### config.mk
export PLATFORM = sky130hd
export DESIGN_NAME = mem_bus_router_flat
export DESIGN_NICKNAME = d
export VERILOG_FILES = /design/src/rtl/mem_bus_pkg.sv /design/src/rtl/mem_bus_router_if.sv /design/src/rtl/mem_bus_timeout.sv /design/src/rtl/mem_bus_router.sv /design/src/flat_wrapper.sv
export SDC_FILE = /design/constraint.sdc
export NUM_CORES = 1
export LEC_CHECK = 0
export CAP_MARGIN = 10
export CORE_AREA = 2 2 161 163
export CTS_BUF_LIST = sky130_fd_sc_hd__clkbuf_4 sky130_fd_sc_hd__clkbuf_8
export DETAILED_ROUTE_END_ITERATION = 8
export DIE_AREA = 0 0 163 165
export PLACE_DENSITY = 0.63
export SKIP_CTS_REPAIR_TIMING = 1
export SLEW_MARGIN = 30
export SYNTH_ARGS = -nofsm -noshare
export SYNTH_HDL_FRONTEND = slang
export SYNTH_SLANG_ARGS = --single-unit
### constraint.sdc
create_clock -name clk_i -period 1.85 [get_ports clk_i]
set_input_delay 0.185 -clock clk_i [delete_from_list [all_inputs] [get_ports clk_i]]
set_output_delay 0.185 -clock clk_i [all_outputs]
set_load 0.02 [all_outputs]
### src/rtl/mem_bus_pkg.sv
// rtl/mem_bus_pkg.sv - shared types and default decode masks for the CPU data-port router
package mem_bus_pkg;

  typedef enum logic [1:0] {IDLE, ACCESS, RESP} mem_bus_state_t;

  localparam int SEL_MEM    = 0;
  localparam int SEL_SPRITE = 2;
  localparam int SEL_UART   = 3;

  localparam logic [3:0] DEF_PRESENT  = 4'b1101;
  localparam logic [3:0] DEF_READABLE = 4'b1001;
  localparam logic [3:0] DEF_WRITABLE = 4'b0101;

endpackage

### src/rtl/mem_bus_router_if.sv
// rtl/mem_bus_router_if.sv - CPU-side and target-side bus signals of the router
interface mem_bus_router_if #(
  parameter int DATA_W     = 32,
  parameter int ADDR_W     = 32,
  parameter int LOCAL_AW   = 10,
  parameter int NUM_SLAVES = 4
);
  logic                           MR_i;
  logic                           MW_i;
  logic [ADDR_W-1:0]              address_i;
  logic [DATA_W-1:0]              data_i;
  logic [DATA_W-1:0]              data_o;
  logic                           ready_o;
  logic                           err_o;
  logic [NUM_SLAVES-1:0]          slv_MR_o;
  logic [NUM_SLAVES-1:0]          slv_MW_o;
  logic [NUM_SLAVES*LOCAL_AW-1:0] slv_address_o;
  logic [NUM_SLAVES*DATA_W-1:0]   slv_data_o;
  logic [NUM_SLAVES*DATA_W-1:0]   slv_data_i;
  logic [NUM_SLAVES-1:0]          slv_ready_i;
  logic [7:0]                     err_count_o;

  modport slave (
    input  MR_i, MW_i, address_i, data_i, slv_data_i, slv_ready_i,
    output data_o, ready_o, err_o, slv_MR_o, slv_MW_o, slv_address_o, slv_data_o, err_count_o
  );

  modport master (
    output MR_i, MW_i, address_i, data_i, slv_data_i, slv_ready_i,
    input  data_o, ready_o, err_o, slv_MR_o, slv_MW_o, slv_address_o, slv_data_o, err_count_o
  );
endinterface

### src/rtl/mem_bus_timeout.sv
// rtl/mem_bus_timeout.sv - wait-state counter with clear, enable and terminal-count flag
module mem_bus_timeout #(
  parameter int TIMEOUT = 15
) (
  input  logic clk_i,
  input  logic rst_i,
  input  logic clr,
  input  logic en,
  output logic done
);
  localparam int CW = $clog2(TIMEOUT + 1);

  logic [CW-1:0] count;

  assign done = (count == CW'(TIMEOUT));

  // Holds at the terminal value so a late enable cannot wrap it back to zero.
  always_ff @(posedge clk_i) begin
    if (rst_i || clr) begin
      count <= '0;
    end else if (en && !done) begin
      count <= count + CW'(1);
    end
  end
endmodule

### src/rtl/mem_bus_router.sv
// rtl/mem_bus_router.sv - registered CPU data-port decoder routing each access to one target
module mem_bus_router
  import mem_bus_pkg::*;
#(
  parameter int                    DATA_W     = 32,
  parameter int                    ADDR_W     = 32,
  parameter int                    LOCAL_AW   = 10,
  parameter int                    SEL_W      = 2,
  parameter int                    NUM_SLAVES = 4,
  parameter logic [NUM_SLAVES-1:0] PRESENT    = DEF_PRESENT,
  parameter logic [NUM_SLAVES-1:0] READABLE   = DEF_READABLE,
  parameter logic [NUM_SLAVES-1:0] WRITABLE   = DEF_WRITABLE,
  parameter int                    TIMEOUT    = 15
) (
  input logic              clk_i,
  input logic              rst_i,
  mem_bus_router_if.slave  bus
);
  mem_bus_state_t state, state_nxt;

  logic [LOCAL_AW-1:0] addr_q;
  logic [DATA_W-1:0]   wdata_q;
  logic [DATA_W-1:0]   rdata_q;
  logic [SEL_W-1:0]    sel_q;
  logic                wr_q;
  logic                err_q;
  logic [7:0]          err_cnt_q;

  logic [SEL_W-1:0]    sel_in;
  logic                req;
  logic                illegal;
  logic                sel_ready;
  logic                to_done;
  logic                enter_access;
  logic                resp_err;
  logic                unused_addr;

  assign sel_in      = bus.address_i[LOCAL_AW +: SEL_W];
  assign req         = bus.MR_i | bus.MW_i;
  assign illegal     = (bus.MR_i & bus.MW_i) | !PRESENT[sel_in]
                     | (bus.MR_i & !READABLE[sel_in]) | (bus.MW_i & !WRITABLE[sel_in]);
  assign sel_ready   = bus.slv_ready_i[sel_q];
  assign unused_addr = ^bus.address_i[ADDR_W-1:LOCAL_AW+SEL_W];

  always_ff @(posedge clk_i) begin
    if (rst_i) state <= IDLE;
    else       state <= state_nxt;
  end

  // Target ready takes priority over a timeout landing in the same cycle.
  always_comb begin
    state_nxt    = state;
    enter_access = 1'b0;
    resp_err     = 1'b0;
    case (state)
      IDLE: begin
        if (req) begin
          if (illegal) begin
            state_nxt = RESP;
            resp_err  = 1'b1;
          end else begin
            state_nxt    = ACCESS;
            enter_access = 1'b1;
          end
        end
      end
      ACCESS: begin
        if (sel_ready) begin
          state_nxt = RESP;
        end else if (to_done) begin
          state_nxt = RESP;
          resp_err  = 1'b1;
        end
      end
      RESP:    state_nxt = IDLE;
      default: state_nxt = IDLE;
    endcase
  end

  mem_bus_timeout #(.TIMEOUT(TIMEOUT)) u_timeout (
    .clk_i (clk_i),
    .rst_i (rst_i),
    .clr   (enter_access),
    .en    ((state == ACCESS) && !sel_ready),
    .done  (to_done)
  );

  always_ff @(posedge clk_i) begin
    if (rst_i) begin
      addr_q    <= '0;
      wdata_q   <= '0;
      rdata_q   <= '0;
      sel_q     <= '0;
      wr_q      <= 1'b0;
      err_q     <= 1'b0;
      err_cnt_q <= '0;
    end else begin
      if (state == IDLE && req) begin
        addr_q  <= bus.address_i[LOCAL_AW-1:0];
        wdata_q <= bus.data_i;
        sel_q   <= sel_in;
        wr_q    <= bus.MW_i;
      end
      // data_o and err_o move only on the transition into RESP.
      if (state != RESP && state_nxt == RESP) begin
        err_q   <= resp_err;
        rdata_q <= (state == ACCESS && sel_ready && !wr_q)
                   ? bus.slv_data_i[sel_q*DATA_W +: DATA_W] : '0;
      end
      if (resp_err && err_cnt_q != 8'hFF) begin
        err_cnt_q <= err_cnt_q + 8'd1;
      end
    end
  end

  always_comb begin
    bus.slv_MR_o      = '0;
    bus.slv_MW_o      = '0;
    bus.slv_address_o = '0;
    bus.slv_data_o    = '0;
    for (int s = 0; s < NUM_SLAVES; s++) begin
      if (state == ACCESS && sel_q == SEL_W'(s)) begin
        bus.slv_MR_o[s]                           = !wr_q;
        bus.slv_MW_o[s]                           = wr_q;
        bus.slv_address_o[s*LOCAL_AW +: LOCAL_AW] = addr_q;
        bus.slv_data_o[s*DATA_W +: DATA_W]        = wdata_q;
      end
    end
  end

  assign bus.ready_o     = (state == RESP);
  assign bus.err_o       = err_q;
  assign bus.data_o      = rdata_q;
  assign bus.err_count_o = err_cnt_q;
endmodule

### src/flat_wrapper.sv
// flat-port wrapper written by rule: the top's interface ports become plain ports
module mem_bus_router_flat import mem_bus_pkg::*;
#(
  parameter int                    DATA_W     = 32,
  parameter int                    ADDR_W     = 32,
  parameter int                    LOCAL_AW   = 10,
  parameter int                    SEL_W      = 2,
  parameter int                    NUM_SLAVES = 4,
  parameter logic [NUM_SLAVES-1:0] PRESENT    = DEF_PRESENT,
  parameter logic [NUM_SLAVES-1:0] READABLE   = DEF_READABLE,
  parameter logic [NUM_SLAVES-1:0] WRITABLE   = DEF_WRITABLE,
  parameter int                    TIMEOUT    = 15
)
  (clk_i, rst_i, bus_MR_i, bus_MW_i, bus_address_i, bus_data_i, bus_slv_data_i, bus_slv_ready_i, bus_data_o, bus_ready_o, bus_err_o, bus_slv_MR_o, bus_slv_MW_o, bus_slv_address_o, bus_slv_data_o, bus_err_count_o);
  mem_bus_router_if #(.DATA_W(DATA_W), .ADDR_W(ADDR_W), .LOCAL_AW(LOCAL_AW), .NUM_SLAVES(NUM_SLAVES)) bus_i ();
  input logic clk_i;
  input logic rst_i;
  input wire logic [$bits(bus_i.MR_i)-1:0] bus_MR_i;
  input wire logic [$bits(bus_i.MW_i)-1:0] bus_MW_i;
  input wire logic [$bits(bus_i.address_i)-1:0] bus_address_i;
  input wire logic [$bits(bus_i.data_i)-1:0] bus_data_i;
  input wire logic [$bits(bus_i.slv_data_i)-1:0] bus_slv_data_i;
  input wire logic [$bits(bus_i.slv_ready_i)-1:0] bus_slv_ready_i;
  output wire logic [$bits(bus_i.data_o)-1:0] bus_data_o;
  output wire logic [$bits(bus_i.ready_o)-1:0] bus_ready_o;
  output wire logic [$bits(bus_i.err_o)-1:0] bus_err_o;
  output wire logic [$bits(bus_i.slv_MR_o)-1:0] bus_slv_MR_o;
  output wire logic [$bits(bus_i.slv_MW_o)-1:0] bus_slv_MW_o;
  output wire logic [$bits(bus_i.slv_address_o)-1:0] bus_slv_address_o;
  output wire logic [$bits(bus_i.slv_data_o)-1:0] bus_slv_data_o;
  output wire logic [$bits(bus_i.err_count_o)-1:0] bus_err_count_o;
  assign bus_i.MR_i = bus_MR_i;
  assign bus_i.MW_i = bus_MW_i;
  assign bus_i.address_i = bus_address_i;
  assign bus_i.data_i = bus_data_i;
  assign bus_i.slv_data_i = bus_slv_data_i;
  assign bus_i.slv_ready_i = bus_slv_ready_i;
  assign bus_data_o = bus_i.data_o;
  assign bus_ready_o = bus_i.ready_o;
  assign bus_err_o = bus_i.err_o;
  assign bus_slv_MR_o = bus_i.slv_MR_o;
  assign bus_slv_MW_o = bus_i.slv_MW_o;
  assign bus_slv_address_o = bus_i.slv_address_o;
  assign bus_slv_data_o = bus_i.slv_data_o;
  assign bus_err_count_o = bus_i.err_count_o;
  mem_bus_router #(.DATA_W(DATA_W), .ADDR_W(ADDR_W), .LOCAL_AW(LOCAL_AW), .SEL_W(SEL_W), .NUM_SLAVES(NUM_SLAVES), .PRESENT(PRESENT), .READABLE(READABLE), .WRITABLE(WRITABLE), .TIMEOUT(TIMEOUT)) u_core (.clk_i(clk_i), .rst_i(rst_i), .bus(bus_i));
endmodule
==> results of run 1 <==
==> worst max-delay path: stages, from the launching register on <==
cell	delay, ps
dfxtp_4	370
mux4_2	550
a2111oi_4	400
a31oi_4	90
buf_6	170
or3_1	350
a21oi_2	120
==> sequential cells by signal, indices dropped and copies added (netlist names) <==
signal and cells:
u_core.bus.data_o 32, u_core.bus.err_o 1, u_core.wdata_q 32, u_core.bus.err_count_o 8
u_core.state 2, u_core.wr_q 1, u_core.addr_q 10, u_core.sel_q 2
u_core.u_timeout.count 4
==> cell usage after synthesis (all sizes together) <==
| cell type | instances |
|---|---|
| ha | 3 |
| and3 | 2 |
| and4 | 1 |
| nor4 | 1 |
| nor3b | 2 |
| o31ai | 2 |
| clkbuf | 37 |
| or3 | 4 |
| nor3 | 3 |
| nor2 | 12 |
| a21oi | 52 |
| a221oi | 1 |
| nand3 | 4 |
| mux2i | 2 |
| a22o | 32 |
| nand4 | 2 |
| mux4 | 33 |
| a22oi | 2 |
| xor2 | 3 |
| dfxtp | 92 |
| o21a | 1 |
| a2111oi | 1 |
| o21ai | 5 |
| nand2 | 95 |
| inv | 3 |
| xnor2 | 1 |
| nand2b | 3 |
| nor2b | 6 |
| or4 | 2 |
| and2 | 172 |
| a31oi | 1 |
| buf | 12 |
| a21o | 2 |
==> path summary, 6_finish.rpt <==
kind,startpoint,to,slack (ps)
worst min-delay path,rst_i,u_core.wr_q,100
worst max-delay path,u_core.sel_q[0],u_core.bus.err_count_o[4],-250
worst min register to register,u_core.bus.data_o[5],u_core.bus.data_o[5],490
worst max register to register,u_core.sel_q[0],u_core.bus.err_count_o[4],-250
==> area by class of cell <==
type / instances / area share (%)
antenna: 1 / 0.0261
multi-input combinational: 450 / 34.3
clock inverter: 6 / 0.732
tap: 330 / 4.31
clock buffer: 10 / 1.44
timing repair buffer: 450 / 39.7
sequential: 92 / 19.4
inverter: 3 / 0.118
==> metal layers <==
metal / up-vias / wire length [um] / GRT usage [%]
met2: 264 / 12000 / 30.1
met1: 2758 / 9420 / 19.1
met4: 0 / 252 / 3.94
li1: 2843 / - / -
met3: 16 / 2220 / 5.07
met5: - / 0 / 0
==> stage by stage <==
stage,power (W),hold WS (ps),utilization [%],cells
floorplan,0.00297,314,-,594
global placement,0.00385,461,39.6,1315
detailed placement,0.00386,457,39.6,1315
CTS,0.00541,44.1,40.4,1331
global route,0.00567,81.9,38.2,1341
finish,0.00534,96.0,38.2,1342
==> report_power, final <==
group | total [W] | leakage [nW] | internal [W] | switching [W]
clock | 0.00149 | 0.108 | 0.000678 | 0.000812
sequential | 0.00227 | 0.754 | 0.00212 | 0.000149
combinational | 0.00159 | 3.23 | 0.000891 | 0.000696
total | 0.00534 | 4.09 | 0.00369 | 0.00166
==> cell families after synthesis <==
group	after synthesis	synth area share, %
fa+ha+maj	3	0.720
buf+inv	52	4.00
xor+xnor	4	0.672
simple gates	309	31.9
mux	35	14.6
compound gates	99	12.8
flops	92	35.3
==> flow_summary.json, run 1 <==
{
  "status": "finished, violations left",
  "final_cell_mix": "220 x clkdlybuf4s50_1, 172 x and2_1, 108 x clkbuf_2",
  "place_area_mm2": 0.00991,
  "area_growth_pct": 83.5,
  "wl_um": 23800,
  "grt_max_degree": 55,
  "die_h_um": 165,
  "antenna_found_initial": 1,
  "relSlewSlack_pct": 66.9,
  "vias_per_cell": 4.38,
  "syn_area_per_cell_um2": 8.78,
  "pre_cts_slack_ps": -458,
  "criticalPathCategory": "reg -> reg",
  "numPortBuffers": 397,
  "synth_seq_area_share_pct": 35.3,
  "fmax_mhz": 475,
  "ys_warn_count": 0,
  "num-nets-final": 1209,
  "ys_types": 36,
  "powerDensity_mw_per_mm2": 558,
  "num_io_pins": 418,
  "violations": "setup timing",
  "multiInputGateArea_mm2": 0.00328,
  "num_rows": 58,
  "grt_pass1_wl_um": 34200,
  "fin_area_mm2": 0.00957,
  "cap_violations": 0,
  "drt_pass1_iterations": 4,
  "syn_inst": 594,
  "critPathLaunchType": "register",
  "final-hold-violation-count": 0,
  "grt_pass1_vias": 5942,
  "wl_per_cell_um": 17.8,
  "arrival_ps": 2430,
  "report.final.slew_viol_count": 0,
  "finalCritPeriodShare_pct": 114,
  "drive_gt1_share_pct": 30.0,
  "whs_path_depth": 2,
  "finalCriticalPeriod_ps": 2100,
  "nFillCells": 2586,
  "cts_sinks": 92,
  "die_area_mm2": 0.0269,
  "rsz0062_at_grt": "yes",
  "skew_ps": 18.1,
  "syn-num-nets": 797,
  "worstPathRequired_ps": 2180,
  "setup_viol": 138,
  "start_util_pct": 20.8,
  "cp_max_fo": 6,
  "cts_made_buffers": 9,
  "clock_tree.root_cell": "clkbuf_8",
  "design.core.area_mm2": 0.0250,
  "end_kind": "register",
  "regArea_mm2": 0.00185,
  "p_leak_nw": 4.09,
  "clock_latency_ps": 380,
  "chipWidth_um": 163,
  "route.vias.total": 5881,
  "ys_ff_latch": 92,
  "drtIter0Drc": 215,
  "worst_r2r_path_depth": 6,
  "cts_tree": "built",
  "syn_area_mm2": 0.00522,
  "final_common_cell": "clkdlybuf4s50_1",
  "gp_congestion": 0.792,
  "setup_slack_ps": -254,
  "min_path_type": "in -> reg",
  "synth_top_area_share_pct": 35.3,
  "cts.clk_slew.worst_paths_ps": 110,
  "htree_levels": 3,
  "worst_slew_pin_slew_ps": 496,
  "drc": 0,
  "gr-total-overflow": 0,
  "dp_hpwl_um": 17900,
  "clk_path_buf_depth": 2,
  "setup_total_negative_slack_ps": -16460,
  "yosys.area.top_type": "dfxtp_1",
  "ir_drop_mv": 0.217,
  "ant_nets": 0,
  "grt_use_total_pct": 16.6,
  "synth_area_leaders": "dfxtp_1 35%, and2_1 21%, mux4_2 14%"
}
Note: power is estimated with default switching activity, not from simulation.
==> run 2, diff against run 1 <==
Settings changed: CAP_MARGIN 10 to 40.
==> results of run 2 <==
No change in the layout: final DEF, timing and power equal those of run 1.
